[config.mk]
export PLATFORM = sky130hd
export DESIGN_NAME = truth_table_sweeper
export DESIGN_NICKNAME = d
export VERILOG_FILES = /design/src/rtl/sweep_pkg.sv /design/src/rtl/dwell_counter.sv /design/src/rtl/truth_table_sweeper.sv
export SDC_FILE = /design/constraint.sdc
export NUM_CORES = 1
export LEC_CHECK = 0
export BUFFER_PORTS_ARGS = -buffer_cell sky130_fd_sc_hd__buf_2
export CORE_ASPECT_RATIO = 1.75
export CORE_MARGIN = 1.5
export CORE_UTILIZATION = 33
export CTS_BUF_LIST = sky130_fd_sc_hd__clkbuf_8
export DETAILED_ROUTE_END_ITERATION = 10
export GPL_TIMING_DRIVEN = 0
export HOLD_SLACK_MARGIN = 0.12
export PLACE_DENSITY = 0.62
export SETUP_SLACK_MARGIN = 0.4
export SYNTH_ARGS = -nofsm -noshare
export SYNTH_HDL_FRONTEND = slang
export SYNTH_SLANG_ARGS = --single-unit
[constraint.sdc]
create_clock -name clk -period 1.45 [get_ports clk]
set_clock_uncertainty 0.1 [all_clocks]
set_input_delay 0.0725 -clock clk [delete_from_list [all_inputs] [get_ports clk]]
set_output_delay 0.0725 -clock clk [all_outputs]
set_load 0.01 [all_outputs]
[src/rtl/sweep_pkg.sv]
// Shared types and helpers for exhaustive truth-table sweep stages.
// SWEEP_GRAY_ORDER_EN selects reflected-Gray visiting order in step_to_vec.
package sweep_pkg;

  typedef enum logic [1:0] {
    IDLE   = 2'd0,
    DRIVE  = 2'd1,
    SAMPLE = 2'd2,
    FINISH = 2'd3
  } state_t;

  localparam int DWELL_MIN = 2;

  // Maps a binary step index onto the vector driven at that step.
  function automatic int unsigned step_to_vec(input int unsigned step);
`ifdef SWEEP_GRAY_ORDER_EN
    return step ^ (step >> 1);
`else
    return step;
`endif
  endfunction

endpackage

[src/rtl/dwell_counter.sv]
// Up-counter holding a stimulus for a fixed number of cycles.
// tc flags the last cycle of the dwell (count == DWELL-1).
module dwell_counter #(
  parameter int DWELL = 10,
  localparam int W = (DWELL > 1) ? $clog2(DWELL) : 1
) (
  input  logic clk,
  input  logic rst,
  input  logic clear,
  input  logic en,
  output logic tc
);

  logic [W-1:0] count;

  always_ff @(posedge clk) begin
    if (rst || clear) count <= '0;
    else if (en)      count <= count + 1'b1;
  end

  assign tc = (count == W'(DWELL - 1));

endmodule

[src/rtl/truth_table_sweeper.sv]
// Exhaustive stimulus/response checker around a small combinational circuit.
// Define SWEEP_GRAY_ORDER_EN to visit vectors in Gray order (same cycle counts).
//
// state  | meaning
// IDLE   | waiting for start; results of the last sweep held
// DRIVE  | stim held while the dwell counter runs
// SAMPLE | capture dut_g for stim, compare, advance to next vector
// FINISH | pulse done, publish pass, rewind to vector 0
module truth_table_sweeper
  import sweep_pkg::*;
#(
  parameter int N_IN = 4,
  parameter int DWELL = 10,
  parameter logic [(2**N_IN)-1:0] EXP_TT = '0
) (
  input  logic                   clk,
  input  logic                   rst,
  input  logic                   start,
  output logic [N_IN-1:0]        stim,
  input  logic                   dut_g,
  output logic                   busy,
  output logic                   done,
  output logic                   pass,
  output logic [N_IN:0]          err_count,
  output logic [N_IN-1:0]        fail_vec,
  output logic                   fail_valid,
  output logic [(2**N_IN)-1:0]   captured
);

  localparam int DWELL_EFF = (DWELL < DWELL_MIN) ? DWELL_MIN : DWELL;
  localparam logic [N_IN:0]   ERR_MAX   = (N_IN + 1)'(2**N_IN);
  localparam logic [N_IN-1:0] STEP_LAST = '1;

  state_t          state, state_nxt;
  logic [N_IN-1:0] step;
  logic [N_IN-1:0] step_nxt;
  logic [N_IN-1:0] vec_nxt;
  logic            cnt_clear, cnt_en, cnt_tc;

  dwell_counter #(.DWELL(DWELL_EFF)) u_dwell (
    .clk   (clk),
    .rst   (rst),
    .clear (cnt_clear),
    .en    (cnt_en),
    .tc    (cnt_tc)
  );

  assign step_nxt = step + 1'b1;
  assign vec_nxt  = N_IN'(step_to_vec(32'(step_nxt)));

  always_ff @(posedge clk) begin
    if (rst) state <= IDLE;
    else     state <= state_nxt;
  end

  always_comb begin
    state_nxt = state;
    cnt_clear = 1'b0;
    cnt_en    = 1'b0;
    case (state)
      IDLE: begin
        if (start) begin
          state_nxt = DRIVE;
          cnt_clear = 1'b1;
        end
      end
      DRIVE: begin
        cnt_en = !cnt_tc;
        if (cnt_tc) state_nxt = SAMPLE;
      end
      SAMPLE: begin
        cnt_clear = 1'b1;
        state_nxt = (step == STEP_LAST) ? FINISH : DRIVE;
      end
      FINISH:  state_nxt = IDLE;
      default: state_nxt = IDLE;
    endcase
  end

  always_ff @(posedge clk) begin
    if (rst) begin
      step       <= '0;
      stim       <= '0;
      busy       <= 1'b0;
      done       <= 1'b0;
      pass       <= 1'b0;
      err_count  <= '0;
      fail_vec   <= '0;
      fail_valid <= 1'b0;
      captured   <= '0;
    end else begin
      done <= 1'b0;
      case (state)
        IDLE: begin
          if (start) begin
            step       <= '0;
            stim       <= '0;
            err_count  <= '0;
            fail_valid <= 1'b0;
            captured   <= '0;
            pass       <= 1'b0;
            busy       <= 1'b1;
          end
        end
        SAMPLE: begin
          captured[stim] <= dut_g;
          if (dut_g != EXP_TT[stim]) begin
            if (err_count != ERR_MAX) err_count <= err_count + 1'b1;
            if (!fail_valid) begin
              fail_vec   <= stim;
              fail_valid <= 1'b1;
            end
          end
          // The last vector stays on stim until FINISH rewinds it.
          if (step != STEP_LAST) begin
            step <= step_nxt;
            stim <= vec_nxt;
          end
        end
        FINISH: begin
          done <= 1'b1;
          busy <= 1'b0;
          pass <= (err_count == '0);
          step <= '0;
          stim <= '0;
        end
        default: ;
      endcase
    end
  end

endmodule

* Yosys cells after proc, flatten, opt, wreduce, memory -nomap -nowiden
Memories as Yosys holds them, arrays and structs flattened. A register that Yosys moved wholly into a read port is not among the register bits.
Cells that the tools add are included.
** Word-level totals
- Register bits :: 39
- Memory bits (read-only) :: 16
- Input port bits :: 4
- Output and inout bits :: 33
- Word-level logic and storage cells :: 74
- Memories :: 1
** Cells by class
- $add $sub $neg :: 3
- $lt $le $gt $ge :: 2
- Eq/ne operators :: 13
- Mux-type cells :: 29
- Bitwise gates (word level) :: 1
- Reductions and logical operators :: 15
** Memories
- (no name shown) :: depth 16, bits a word 1, read ports 1, clocked after memory_dff 1, wr ports 0, line truth_table_sweeper.sv:107 : if (dut_g != EXP_TT[stim]) begin
** Operator list (number)
- 16-bit case mux with 2 select lines :: 1
- 16-bit bitwise mux :: 1
- 16-bit two-way mux :: 1
- 4-bit two-way mux :: 4
- 5-bit two-way mux :: 3
- 4-bit case mux with 3 select lines :: 1
- 2-bit != test, second input constant :: 5
- 5-bit case mux with 2 select lines :: 1
- 3-bit AND reduction :: 3
- 4-bit by 1-bit adder with 4-bit output, second input constant :: 2
- 4-bit == test, second input constant :: 2
- 1-bit two-way mux :: 8
- 1-bit case mux with 2 select lines :: 4
- 2-bit case mux with 4 select lines :: 1
- 2-bit two-way mux :: 3
- 2-bit AND reduction :: 3
- 5-bit by 1-bit adder with 5-bit output, second input constant :: 1
- 5-bit logical NOT :: 1
- 4-bit by 5-bit less-than comparator with 1-bit output, second input constant :: 1
- 5-bit != test, second input constant :: 1
- 1-bit demux with 4-bit select :: 1
- 2-bit == test, second input constant :: 2
- 4-bit by 1-bit >= comparator with 1-bit output, second input constant :: 1
- 4-bit != test, second input constant :: 1
- other kinds (10) :: 11

* Logic depth before layout (Yosys ltp)
Gate-level depths: netlist (run 1).
- Word-level depth :: 6
- Mapped depth :: 6
- Gate-level depth less buffers :: 5

* By module
From an unflattened synthesis (run 1), not the netlist that was laid out.
** Second synthesis, totals
- Cell total of the unflattened synthesis :: 214
- Area total of the unflattened synthesis :: 1811.7 µm²
** By module, submodules not included
- truth_table_sweeper :: instances 1, cells an instance 194, area each 1611.5 µm², seq. area each 700.7 µm²
- dwell_counter :: instances 1, cells an instance 20, area each 200.2 µm², seq. area each 80.1 µm²

* Worst setup path after synthesis (run 1)
Ideal clock, no wire load.
- Path type :: register to register
- From :: reg err_count[0]
- To :: reg err_count[2]
- Setup time :: 86 ps
- Data arrival time :: 1406 ps
- Path slack :: -142 ps
- Cell stages (with the launch flop) :: 6
- Path buffers :: 0
- Cells stage by stage :: dfxtp_1 > inv_1 > ha_1 > nor4bb_4 > o41a_1 > a211oi_1
** On the way
- Longest elaborated chain between the ends :: 4
** Ends and longest elaborated chain
- start, declared :: line truth_table_sweeper.sv:24 : output logic [N_IN:0] err_count,
- start signal, assigned :: line truth_table_sweeper.sv:108 : if (err_count != ERR_MAX) err_count <= err_count + 1'b1;
- 5-bit by 1-bit adder with 5-bit output :: line truth_table_sweeper.sv:108
- 5-bit two-way mux :: line truth_table_sweeper.sv:108
- 5-bit two-way mux :: line truth_table_sweeper.sv:107
- 5-bit case mux with 2 select lines :: line truth_table_sweeper.sv:93 : case (state)
Several ways; a longest one is shown, not always the timed one. The select of a mux whose other input is x is not followed.
A chain may end at the register's enable or synchronous reset.

* Final worst setup path (run 1)
- From :: reg step[0]
- To :: reg step[3]
** On the way
- Longest elaborated chain between the ends :: 3
** Ends and longest elaborated chain
- start, declared :: line truth_table_sweeper.sv:35 : logic [N_IN-1:0] step;
- start signal, assigned :: line truth_table_sweeper.sv:116 : step <= step_nxt;
- 4-bit by 1-bit adder with 4-bit output / 4-bit != test (equally long branches) :: line truth_table_sweeper.sv:48, truth_table_sweeper.sv:115
- 4-bit two-way mux / 2-bit != test (equally long branches)
- 4-bit case mux with 3 select lines / 3-bit AND reduction (equally long branches)
Several ways; a longest one is shown, not always the timed one. The select of a mux whose other input is x is not followed.

==> results of run 1 <==
## cell families (layout without fill, tap and decap cells)
group,Yosys count,in the layout,synth area share
AO/OA/AOI/OAI,64,64,0.225
adder cells (fa/ha/maj),8,8,0.0514
buffers and inverters,29,119,0.0758
flip-flops,39,39,0.401
multiplexers,5,5,0.0257
AND/OR/NAND/NOR,71,71,0.222
## state kept, by name (all words and copies together), names as in the netlist
signal and count:
busy 1, step 4, u_dwell.count 4, fail_vec 4, pass 1, done 1, err_count 5, fail_valid 1
state 2, captured 16
## final cells by class
cell class | instances | area, um2
Buffer | 18 | 145
Tap cell | 76 | 95.1
Inverter | 11 | 52.6
Fill cell | 500 | 2570
Multi-Input combinational cell | 148 | 1240
Timing Repair Buffer | 82 | 629
Clock inverter | 3 | 12.5
Sequential cell | 39 | 812
Clock buffer | 5 | 68.8
## worst min path at each step
stage	startpoint	end	depth (start not counted)	slack (ns)
2_1_floorplan	start	state[0]	2	0.18
3_3_place_gp	busy	busy	2	0.35
3_5_place_dp	busy	busy	2	0.35
4_1_cts	start	state[0]	3	0.04
5_1_grt	start	u_dwell.count[2]	4	0.10
6_report	start	u_dwell.count[2]	4	0.1
## layer usage
metal  vias up  track usage  wire length, um
met5         -            0                0
met2        58        0.338             3550
met3        25       0.0297              207
li1        993            -                -
met4         0        0.130              321
met1       991        0.215             2320
## critical path, delay by kind of cell, from the launching register on
kind	cells	cell delay (ns)
AO/OA/AOI/OAI	2	0.55
buffers and inverters	1	0.10
AND/OR/NAND/NOR	1	0.18
adder cells (fa/ha/maj)	1	0.14
flip-flops	1	0.41
## power groups by stage
| stage | Clock [uW] | Combinational (uW) | Sequential, uW |
|---|---|---|---|
| floorplan | 0 | 177 | 1130 |
| global placement | 0 | 243 | 1130 |
| detailed placement | 0 | 246 | 1130 |
| CTS | 742 | 341 | 1100 |
| global route | 786 | 471 | 1110 |
| finish | 719 | 445 | 1100 |
## stage by stage
step           TNS (ns)  area (um2)  setup slack [ns]  instances
3_5_place_dp      -1.91        2300            -0.206        327
5_1_grt           -3.02        3060            -0.142        382
2_1_floorplan         0        2030            0.0415        216
4_1_cts          -0.601        2800           -0.0531        368
3_3_place_gp      -1.76        2300            -0.201        327
6_report          -1.49        3060            -0.125        382
## cells in the final DEF (no fill, tap or decap), types with 6 or more instances in the layout
cell / count
nor2_1: 7
dfxtp_1: 26
nand4_1: 18
dfxtp_2: 7
dfxtp_4: 6
nand3_1: 7
buf_4: 37
o211ai_1: 12
inv_1: 8
a21oi_1: 22
ha_4: 7
nand2_1: 9
buf_6: 18
buf_2: 32
## repair_timing
| item | in CTS | in global routing |
|---|---|---|
| setup endpoints to repair | 42 | 47 |
| endpoints found under the hold margin | 5 | 4 |
| resized for setup | 43 | 28 |
| gates cloned | 0 | 2 |
| buffers inserted | 33 | 12 |
| pin swaps | 26 | 17 |
==> metrics.json, run 1 <==
{
  "synth_area_um2": 1950,
  "synth_enable_flop_cells": 0,
  "cts_tree": "built",
  "die_width_um": 61.1,
  "fin_crit_share": 1.09,
  "power.density_cell_area_nw_per_um2": 741,
  "synth_most_common_cell": "dfxtp_1",
  "path_class": "register to register",
  "pwr-share-seq": 0.487,
  "power.share.clock": 0.317,
  "global_route.overflow_total": 0,
  "comb_power_share": 0.196,
  "critical_path_peak_fanout": 5,
  "timing.fmax_mhz": 635,
  "status": "finished with violations",
  "reg2reg_slack_ns": -0.12,
  "antenna_found_initial": 0,
  "timing.rr.start": "step[0]",
  "synth.ff_latch_count": 39,
  "arrival_time_at_the_worst_endpoint_ns": 1.68,
  "post-route-drc-count": 0,
  "report.power.total_uw": 2270,
  "timing.critical_path.cells": "ha_4 -> buf_6 -> nand3b_1 -> o22a_1 -> a311oi_1",
  "initial_utilization": 0.346,
  "max_stage_delay_ns": 0.41,
  "critPathRequiredTime_ns": 1.56,
  "cts_made_buffers": 5,
  "antenna_diode_instance_count": 0,
  "worstRegToRegCells": 5,
  "synthesis.instances": 216,
  "synth_commonest_cells": "dfxtp_1, a21oi_1, nand4_1",
  "switching_power_uw": 633,
  "relSlewSlack": 0.603,
  "finalWorstSetupSlack_ns": -0.125,
  "post-dp-hpwl_um": 3940,
  "tightest_slew_ns": 0.595,
  "cts_sinks": 39,
  "startpoint_type": "register",
  "buffer_ports.inserted": 35,
  "rsz0062_at_grt": "true",
  "post_drt_via_cell_ratio": 5.41,
  "die_y_um": 105,
  "maxcap_violations": 0,
  "grtUsageTotal": 0.199,
  "via_count_of_the_first_global_routing_pass": 2064,
  "violations": "setup timing",
  "yosys_most_used_dff": "dfxtp_1",
  "synth_top_area_share": 0.401,
  "worstSkewPairLatency_ns": 0.30,
  "grt_max_degree": 12,
  "cellInternalPower_uw": 1640,
  "detailroute.via_count": 2067,
  "timing_hold_violations_final": 0,
  "design.final.nets": 317,
  "postSynthNetCount": 228,
  "post_route_cells_drive_above_1_share": 0.487,
  "cp_slowest_cell": "dfxtp_4",
  "vdd.ir_drop.worst_v": 0.000350,
  "ys_types": 46,
  "timing_max_transition_violations_final": 0,
  "seq_total_area_yosys": 0.401,
  "first_pass_iters": 4,
  "fp.coreArea_um2": 5630,
  "critPathCaptureType": "register",
  "setup.worst_path.start": "step[0]",
  "synthesis.area_per_instance_um2": 9.02,
  "power_leakage_uw": 0.00120,
  "cts_max_level": 2,
  "timing.hold.worst.class": "input port to register",
  "ys_async_rst_share": 0,
  "fp-row-count": 36,
  "die_area_um2": 6390,
  "setup_viol": 25,
  "timing.rr.end": "step[3]",
  "ys_warn_count": 0,
  "i_o_pin_cnt": 37,
  "ctsRootBufferMaster": "clkbuf_8",
  "cts.path.max_buffers": 2,
  "wl_per_cell_um": 16.7,
  "postRouteAntennaNets": 0,
  "finish.utilization": 0.544,
  "yosys.area.top_type": "dfxtp_1",
  "fin_worst_hold_slack_ns": 0.0958,
  "switching_share": 0.279,
  "shortest_clock_period_the_worst_path_allows_after_layout_ns": 1.57,
  "totalWireLength_um": 6400,
  "timing.critical_path.to": "step[3]",
  "cts.clk_slew.worst_paths_ns": 0.08,
  "routabilityCongestion": 0.833,
  "first_pass_grt_wire_length_um": 9720,
  "drtIter0Drc": 100,
  "area_growth_syn_to_layout_pct": 57.1,
  "synth.area.top_cells": "dfxtp_1, a21oi_1, nand4_1"
}
No activity file was read; power rests on OpenSTA's default activity.
==> inputs of run 2 (changes only) <==
--- a/config.mk
+++ b/config.mk
@@ -5,6 +5,7 @@
 export SDC_FILE = /design/constraint.sdc
 export NUM_CORES = 1
 export LEC_CHECK = 0
+export ABC_AREA = 1
 export BUFFER_PORTS_ARGS = -buffer_cell sky130_fd_sc_hd__buf_2
 export CORE_ASPECT_RATIO = 1.75
 export CORE_MARGIN = 1.5
==> metrics.json, run 2 <==
{
  "via_count_of_the_first_global_routing_pass": {"value": 1803, "change": "was 2,064"},
  "compound_gate_portion_of_the_synthesized_area": {"value": 0.153, "change": "was 0.225"},
  "drtIter0Drc": {"value": 79, "change": "was 100"},
  "totalWireLength": {"value": 5280, "unit": "um", "change": "was 6400 um"},
  "die_area": {"value": 6300, "unit": "um2", "change": "was 6390 um2"},
  "area_growth_syn_to_layout": {"value": 57.9, "unit": "%", "change": "was 57.1%"},
  "synth_top_area_share": {"value": 0.407, "change": "was 0.401"},
  "cts_made_buffers": {"value": 5, "change": "unchanged"},
  "ctsRootBufferMaster": {"value": "clkbuf_8", "change": "unchanged"},
  "antenna_diode_instance_count": {"value": 0, "change": "unchanged"},
  "critPathCaptureType": {"value": "register", "change": "unchanged"},
  "vdd.ir_drop.worst": {"value": 0.000809, "unit": "V", "change": "was 0.000350 V"},
  "status": {"value": "complete, no violations", "change": "was finished with violations"},
  "n_fill_cell": {"value": 545, "change": "was 500"},
  "cp_slowest_cell": {"value": "dfxtp_4", "change": "unchanged"},
  "initial_utilization": {"value": 0.343, "change": "was 0.346"},
  "timing.critical_path.cells": {"value": "nor2_4 -> nand2_4 -> buf_8 -> clkbuf_16 -> nand2_2 -> a21oi_2", "change": "was ha_4 -> buf_6 -> nand3b_1 -> o22a_1 -> a311oi_1"},
  "tightest_slew": {"value": 0.519, "unit": "ns", "change": "was 0.595 ns"},
  "timing_hold_violations_final": {"value": 0, "change": "unchanged"},
  "timing.hold.worst.class": {"value": "input port to register", "change": "unchanged"},
  "critical_path_peak_fanout": {"value": 6, "change": "was 5"},
  "post_drt_via_cell_ratio": {"value": 4.77, "change": "was 5.41"},
  "cts.clk_slew.worst_paths": {"value": 0.08, "unit": "ns", "change": "about the same"},
  "cts.path.max_buffers": {"value": 2, "change": "unchanged"},
  "timing_max_transition_violations_final": {"value": 0, "change": "unchanged"},
  "die_y": {"value": 104, "unit": "um", "change": "was 105 um"},
  "path_class": {"value": "register to register", "change": "unchanged"},
  "cts_tree": {"value": "built", "change": "unchanged"},
  "largest_reg_by_ff_count": {"value": "captured", "change": "unchanged"},
  "synthesis.area_per_instance": {"value": 7.00, "unit": "um2", "change": "was 9.02 um2"},
  "cts_sinks": {"value": 39, "change": "unchanged"},
  "relSlewSlack": {"value": 0.654, "change": "was 0.603"},
  "maxcap_violations": {"value": 0, "change": "unchanged"},
  "fp-row-count": {"value": 36, "change": "unchanged"},
  "crit_family": {"value": "flip-flops", "change": "was compound AO/OA/AOI/OAI gates"},
  "cts_max_level": {"value": 2, "change": "unchanged"},
  "power_leakage": {"value": 0.00125, "unit": "uW", "change": "was 0.00120 uW"},
  "mostFrequentLayoutCell": {"value": "nand2_1", "change": "was buf_4"},
  "max_stage_delay": {"value": 0.41, "unit": "ns", "change": "about the same"},
  "design.final.nets": {"value": 352, "change": "was 317"},
  "arrival_time_at_the_worst_endpoint": {"value": 1.36, "unit": "ns", "change": "was 1.68 ns"},
  "synth_commonest_cells": {"value": "nand2_1, dfxtp_1, nor2_1", "change": "was dfxtp_1, a21oi_1, nand4_1"},
  "postRouteAntennaNets": {"value": 0, "change": "unchanged"},
  "postSynthNetCount": {"value": 286, "change": "was 228"},
  "synth_top_family_by_area": {"value": "simple AND/OR/NAND/NOR gates", "change": "was compound AO/OA/AOI/OAI gates"},
  "largest_reg_flops": {"value": 16, "change": "unchanged"},
  "fin_worst_hold_slack": {"value": 0.0587, "unit": "ns", "change": "was 0.0958 ns"},
  "post-route-drc-count": {"value": 0, "change": "unchanged"},
  "shortest_clock_period_the_worst_path_allows_after_layout": {"value": 1.27, "unit": "ns", "change": "was 1.57 ns"},
  "yosys.area.top_type": {"value": "dfxtp_1", "change": "unchanged"},
  "i_o_pin_cnt": {"value": 37, "change": "unchanged"},
  "buffer_ports.inserted": {"value": 35, "change": "unchanged"},
  "yosys.area_share.adder": {"value": 0.0522, "change": "was 0.0514"},
  "muxShareOfSynthArea": {"value": 0, "change": "was 0.0257"},
  "synthesis.instances": {"value": 274, "change": "was 216"},
  "antenna_found_initial": {"value": 0, "change": "unchanged"},
  "final.setup.tns": {"value": 0, "unit": "ns", "change": "was -1.49 ns"},
  "die_width": {"value": 60.6, "unit": "um", "change": "was 61.1 um"},
  "wl_per_cell": {"value": 12.7, "unit": "um", "change": "was 16.7 um"},
  "synth_most_common_cell": {"value": "nand2_1", "change": "was dfxtp_1"},
  "rsz0062_at_grt": {"value": "true", "change": "unchanged"},
  "setup_viol": {"value": 0, "change": "was 25"},
  "startpoint_type": {"value": "register", "change": "unchanged"},
  "fin_crit_share": {"value": 0.875, "change": "was 1.09"},
  "ys_types": {"value": 21, "change": "was 46"},
  "holdBufCountCts": 1,
  "detailroute.via_count": {"value": 1988, "change": "was 2,067"},
  "critPathRequiredTime": {"value": 1.54, "unit": "ns", "change": "was 1.56 ns"},
  "fp.coreArea": {"value": 5590, "unit": "um2", "change": "was 5630 um2"},
  "post_route_cells_drive_above_1_share": {"value": 0.510, "change": "was 0.487"},
  "seq_total_area_yosys": {"value": 0.407, "change": "was 0.401"},
  "grtUsageTotal": {"value": 0.163, "change": "was 0.199"},
  "yosys_most_used_dff": {"value": "dfxtp_1", "change": "unchanged"},
  "grt_max_degree": {"value": 14, "change": "was 12"},
  "ys_async_rst_share": {"value": 0, "change": "unchanged"},
  "synth.ff_latch_count": {"value": 39, "change": "unchanged"},
  "largest_registers": {"value": "captured x16, err_count x5", "change": "unchanged"},
  "final_cells": {"value": 417, "change": "was 382"},
  "timing.fmax": {"value": 789, "unit": "MHz", "change": "was 635 MHz"},
  "synth_area": {"value": 1920, "unit": "um2", "change": "was 1950 um2"},
  "first_pass_iters": {"value": 4, "change": "unchanged"},
  "first_pass_grt_wire_length": {"value": 7980, "unit": "um", "change": "was 9720 um"},
  "numPlacedInstances": {"value": 385, "change": "was 327"},
  "mostFrequentLayoutCells": {"value": "nand2_1, buf_2, dfxtp_1", "change": "was buf_4, buf_2, dfxtp_1"},
  "synth_area_in_simple_gates": {"value": 0.290, "change": "was 0.222"},
  "global_route.overflow_total": {"value": 0, "change": "unchanged"},
  "post-dp-hpwl": {"value": 3370, "unit": "um", "change": "was 3940 um"},
  "worstSkewPairLatency": {"value": 0.30, "unit": "ns", "change": "about the same"},
  "routabilityCongestion": {"value": 0.807, "change": "was 0.833"},
  "yosys.area_share.xor_xnor": {"value": 0, "change": "unchanged"},
  "power.density_cell_area": {"value": 981, "unit": "nW/um2", "change": "was 741 nW/um2"},
  "ys_warn_count": {"value": 0, "change": "unchanged"},
  "critical_path.n_buffers_inverters": {"value": 2, "change": "was 1"},
  "synth_enable_flop_cells": {"value": 0, "change": "unchanged"},
  "synth.area.top_cells": {"value": "dfxtp_1, nand2_1, a21oi_1", "change": "was dfxtp_1, a21oi_1, nand4_1"}
}
## run 2: kinds of logic (layout without fill, tap and decap cells)
| logic type | count (synthesis) | after routing |
|---|---|---|
| buf+inv | 38 | 105 |
| compound gates | 58 | 58 |
| fa+ha+maj | 8 | 8 |
| flops | 39 | 39 |
| simple gates | 131 | 131 |
## run 2: final timing paths
| path | start | to | slack (ns) | cells past startpoint |
|---|---|---|---|---|
| worst max-delay path | state[1] | captured[13] | 0.18 | 6 |
| worst min-delay path | dut_g | captured[0] | 0.06 | 3 |
| worst max register to register | state[1] | captured[13] | 0.18 | 6 |
| worst min register to register | captured[5] | captured[5] | 0.36 | 2 |
## run 2: metrics by stage
step	cell area (um2)	util	setup slack [ns]	power, uW
after detailed placement	2330	0.418	0.153	1620
final	3030	0.542	0.182	2970
after global placement	2330	0.418	0.148	1610
after global routing	3030	0.542	0.0950	3100
after CTS	2670	0.478	0.219	2810
after floorplan	2060	-	0.273	1500
## run 2: routing by layer
metal | global-route usage | vias up | share of wire | wire length (um)
li1 | - | 1020 | - | -
met1 | 0.183 | 918 | 0.38 | 2020
met2 | 0.289 | 42 | 0.57 | 2990
met3 | 0.0261 | 8 | 0.029 | 152
met4 | 0.0683 | 0 | 0.021 | 112
met5 | 0 | - | 0 | 0
## run 2: final cells by class
cell class	count	area, um2	area share
Inverter	29	146	0.0483
Clock buffer	5	68.8	0.0227
Timing Repair Buffer	59	417	0.138
Multi-Input combinational cell	197	1330	0.437
Tap cell	76	95.1	0.0314
Clock inverter	3	67.6	0.0223
Buffer	9	86.3	0.0285
Sequential cell	39	823	0.272
## run 2: worst register-to-register path, delay by kind of cell, from the launching register on
kind	cells	cell delay, ns
simple gates	3	0.30
flops	1	0.41
buf+inv	2	0.31
compound gates	1	0.05
## run 2: timing repair
item / in CTS / in global routing
pin swaps: 8 / 27
gates resized for setup: 39 / 69
cloned: 1 / 2
endpoints found under the setup margin: 40 / 41
endpoints found under the hold margin: 14 / 6
setup buffers: 10 / 10
## run 2: power breakdown
group          switching (uW)  leakage (uW)  total [uW]  internal [uW]
Combinational             372      0.000856         681            309
Clock                     418     0.0000644        1100            686
Sequential               75.7      0.000325        1190           1110
==> inputs of run 3 (changes only) <==
--- a/config.mk
+++ b/config.mk
@@ -9,12 +9,12 @@
 export BUFFER_PORTS_ARGS = -buffer_cell sky130_fd_sc_hd__buf_2
 export CORE_ASPECT_RATIO = 1.75
 export CORE_MARGIN = 1.5
-export CORE_UTILIZATION = 33
+export CORE_UTILIZATION = 45
 export CTS_BUF_LIST = sky130_fd_sc_hd__clkbuf_8
 export DETAILED_ROUTE_END_ITERATION = 10
 export GPL_TIMING_DRIVEN = 0
 export HOLD_SLACK_MARGIN = 0.12
-export PLACE_DENSITY = 0.62
+export PLACE_DENSITY = 0.78
 export SETUP_SLACK_MARGIN = 0.4
 export SYNTH_ARGS = -nofsm -noshare
 export SYNTH_HDL_FRONTEND = slang
==> metrics.json, run 3 (synthesis results as in run 2) <==
{
  "grtUsageTotal": {"value": 0.226, "change": "was 0.163"},
  "totalWireLength": {"value": 5710, "unit": "um", "change": "was 5280 um"},
  "i_o_pin_cnt": {"value": 37, "change": "unchanged"},
  "via_count_of_the_first_global_routing_pass": {"value": 1808, "change": "was 1,803"},
  "hold_path_end": {"value": "step[2]", "change": "was captured[0]"},
  "buffer_ports.inserted": {"value": 35, "change": "unchanged"},
  "whs_path_depth": {"value": 2, "change": "was 3"},
  "arrival_time_at_the_worst_endpoint": {"value": 1.41, "unit": "ns", "change": "was 1.36 ns"},
  "cts_sinks": {"value": 39, "change": "unchanged"},
  "timing_hold_violations_final": {"value": 7, "change": "was 0"},
  "critPathCaptureType": {"value": "register", "change": "unchanged"},
  "shortest_clock_period_the_worst_path_allows_after_layout": {"value": 1.32, "unit": "ns", "change": "was 1.27 ns"},
  "largest_registers": {"value": "captured x16, err_count x5", "change": "unchanged"},
  "grt_max_degree": {"value": 13, "change": "was 14"},
  "cts_tree": {"value": "built", "change": "unchanged"},
  "cts.path.max_buffers": {"value": 2, "change": "unchanged"},
  "drtIter0Drc": {"value": 52, "change": "was 79"},
  "die_area": {"value": 4680, "unit": "um2", "change": "was 6300 um2"},
  "setup_viol": {"value": 0, "change": "unchanged"},
  "power.density_cell_area": {"value": 1000, "unit": "nW/um2", "change": "was 981 nW/um2"},
  "pwr-share-seq": {"value": 0.404, "change": "was 0.399"},
  "path_class": {"value": "register to register", "change": "unchanged"},
  "post-route-drc-count": {"value": 0, "change": "unchanged"},
  "fp.coreArea": {"value": 4110, "unit": "um2", "change": "was 5590 um2"},
  "cts.clk_slew.worst_paths": {"value": 0.08, "unit": "ns", "change": "about the same"},
  "violations": "hold timing",
  "area_growth_syn_to_layout": {"value": 52.8, "unit": "%", "change": "was 57.9%"},
  "critical_path_peak_fanout": {"value": 5, "change": "was 6"},
  "postRouteAntennaNets": {"value": 0, "change": "unchanged"},
  "rsz0062_at_grt": {"value": "true", "change": "unchanged"},
  "timing_max_transition_violations_final": {"value": 0, "change": "unchanged"},
  "die_width": {"value": 52.4, "unit": "um", "change": "was 60.6 um"},
  "mostFrequentLayoutCell": {"value": "nand2_1", "change": "unchanged"},
  "timing.rr.start": {"value": "step[0]", "change": "was state[1]"},
  "initial_utilization": {"value": 0.467, "change": "was 0.343"},
  "post-dp-hpwl": {"value": 3190, "unit": "um", "change": "was 3370 um"},
  "timing.rr.end": {"value": "captured[6]", "change": "was captured[13]"},
  "largest_reg_by_ff_count": {"value": "captured", "change": "unchanged"},
  "timing.fmax": {"value": 757, "unit": "MHz", "change": "was 789 MHz"},
  "fin_worst_hold_slack": {"value": -0.0516, "unit": "ns", "change": "was 0.0587 ns"},
  "n_fill_cell": {"value": 319, "change": "was 545"},
  "design.final.nets": {"value": 349, "change": "was 352"},
  "tightest_slew": {"value": 0.491, "unit": "ns", "change": "was 0.519 ns"},
  "ctsRootBufferMaster": {"value": "clkbuf_8", "change": "unchanged"},
  "wl_per_cell": {"value": 14.8, "unit": "um", "change": "was 12.7 um"},
  "finalWorstSetupSlack": {"value": 0.129, "unit": "ns", "change": "was 0.182 ns"},
  "worstSkewPairLatency": {"value": 0.30, "unit": "ns", "change": "about the same"},
  "switching_power": {"value": 849, "unit": "uW", "change": "was 866 uW"},
  "cts_max_level": {"value": 2, "change": "unchanged"},
  "comb_power_share": {"value": 0.233, "change": "was 0.229"},
  "vdd.ir_drop.worst": {"value": 0.000927, "unit": "V", "change": "was 0.000809 V"},
  "relSlewSlack": {"value": 0.672, "change": "was 0.654"},
  "first_pass_grt_wire_length": {"value": 7910, "unit": "um", "change": "was 7980 um"},
  "pre_cts_ws": {"value": 0.144, "unit": "ns", "change": "was 0.153 ns"},
  "critPathRequiredTime": {"value": 1.53, "unit": "ns", "change": "was 1.54 ns"},
  "antenna_found_initial": {"value": 0, "change": "unchanged"},
  "reg2reg_slack": {"value": 0.13, "unit": "ns", "change": "was 0.18 ns"},
  "routabilityCongestion": {"value": 0.819, "change": "was 0.807"},
  "power.share.clock": {"value": 0.363, "change": "was 0.372"},
  "timing.hold.worst.class": {"value": "input port to register", "change": "unchanged"},
  "die_y": {"value": 89.4, "unit": "um", "change": "was 104 um"},
  "largest_reg_flops": {"value": 16, "change": "unchanged"},
  "global_route.overflow_total": {"value": 0, "change": "unchanged"},
  "holdCritStartpoint": {"value": "rst", "change": "was dut_g"},
  "final.setup.tns": {"value": 0, "unit": "ns", "change": "unchanged"},
  "cts_made_buffers": {"value": 5, "change": "unchanged"},
  "startpoint_type": {"value": "register", "change": "unchanged"},
  "maxcap_violations": {"value": 0, "change": "unchanged"},
  "antenna_diode_instance_count": {"value": 0, "change": "unchanged"},
  "switching_share": {"value": 0.289, "change": "was 0.291"},
  "power_leakage": {"value": 0.00122, "unit": "uW", "change": "was 0.00125 uW"},
  "fp-row-count": {"value": 31, "change": "was 36"},
  "status": {"value": "finished with violations", "change": "was complete, no violations"},
  "post_route_cells_drive_above_1_share": {"value": 0.503, "change": "was 0.510"},
  "post_drt_via_cell_ratio": {"value": 5.32, "change": "was 4.77"},
  "worstRegToRegCells": {"value": 7, "change": "was 6"},
  "first_pass_iters": {"value": 4, "change": "unchanged"},
  "cellInternalPower": {"value": 2090, "unit": "uW", "change": "was 2110 uW"},
  "mostFrequentLayoutCells": {"value": "nand2_1, buf_2, dfxtp_1", "change": "unchanged"},
  "detailroute.via_count": {"value": 2058, "change": "was 1,988"},
  "fin_crit_share": {"value": 0.911, "change": "was 0.875"}
}
run 3: how the worst max path moves through the flow:
stage / cells past startpoint / end / from
global route: 7 / captured[2] / step[0]
CTS: 7 / step[2] / step[1]
finish: 7 / captured[6] / step[0]
detailed placement: 7 / captured[4] / step[0]
global placement: 7 / step[3] / step[0]
floorplan: 7 / captured[14] / step[0]
run 3: metal layers:
layer,part of all wire,vias up,GRT usage
li1,-,1007,-
met1,0.38,967,0.226
met2,0.56,63,0.426
met3,0.032,21,0.0368
met4,0.034,0,0.124
met5,0,-,0
run 3: timing repair:
| action | CTS | global route |
|---|---|---|
| gates cloned | 3 | 1 |
| setup buffers | 11 | 6 |
| endpoints found under the setup margin | 40 | 38 |
| pin swaps | 27 | 15 |
| gates resized for setup | 54 | 52 |
| hold endpoints to repair | 13 | 13 |
run 3: power groups by stage:
| stage | sequential [uW] | clock (uW) | combinational, uW |
|---|---|---|---|
| floorplan | 1210 | 0 | 299 |
| global placement | 1200 | 0 | 405 |
| detailed placement | 1200 | 0 | 413 |
| CTS | 1180 | 1070 | 532 |
| global route | 1190 | 1110 | 735 |
| finish | 1190 | 1070 | 683 |
run 3: cell type report:
type | instances | area, um2 | area share
buffer | 9 | 82.6 | 0.0282
clock inverter | 3 | 63.8 | 0.0218
tap | 49 | 61.3 | 0.0209
clock buffer | 5 | 68.8 | 0.0235
inverter | 29 | 144 | 0.0491
timing repair buffer | 55 | 382 | 0.130
multi-input combinational | 198 | 1310 | 0.447
sequential | 39 | 818 | 0.279
run 3: metrics by stage:
step	hold slack [ns]	instance area (um2)	utilization	std cells	total power [uW]
floorplan	0.146	2060	-	274	1500
global placement	0.253	2300	0.559	358	1600
detailed placement	0.261	2300	0.559	358	1610
CTS	-0.0473	2690	0.655	380	2790
global route	-0.0397	2930	0.713	387	3040
finish	-0.0516	2930	0.713	387	2940
run 3: critical path: stages, from the launching register on:
cell and delay, ns:
dfxtp_4 0.38, inv_4 0.08, ha_2 0.18, inv_2 0.06, nor2_2 0.09, nand2_1 0.09
o21ai_1 0.15, a21oi_1 0.07
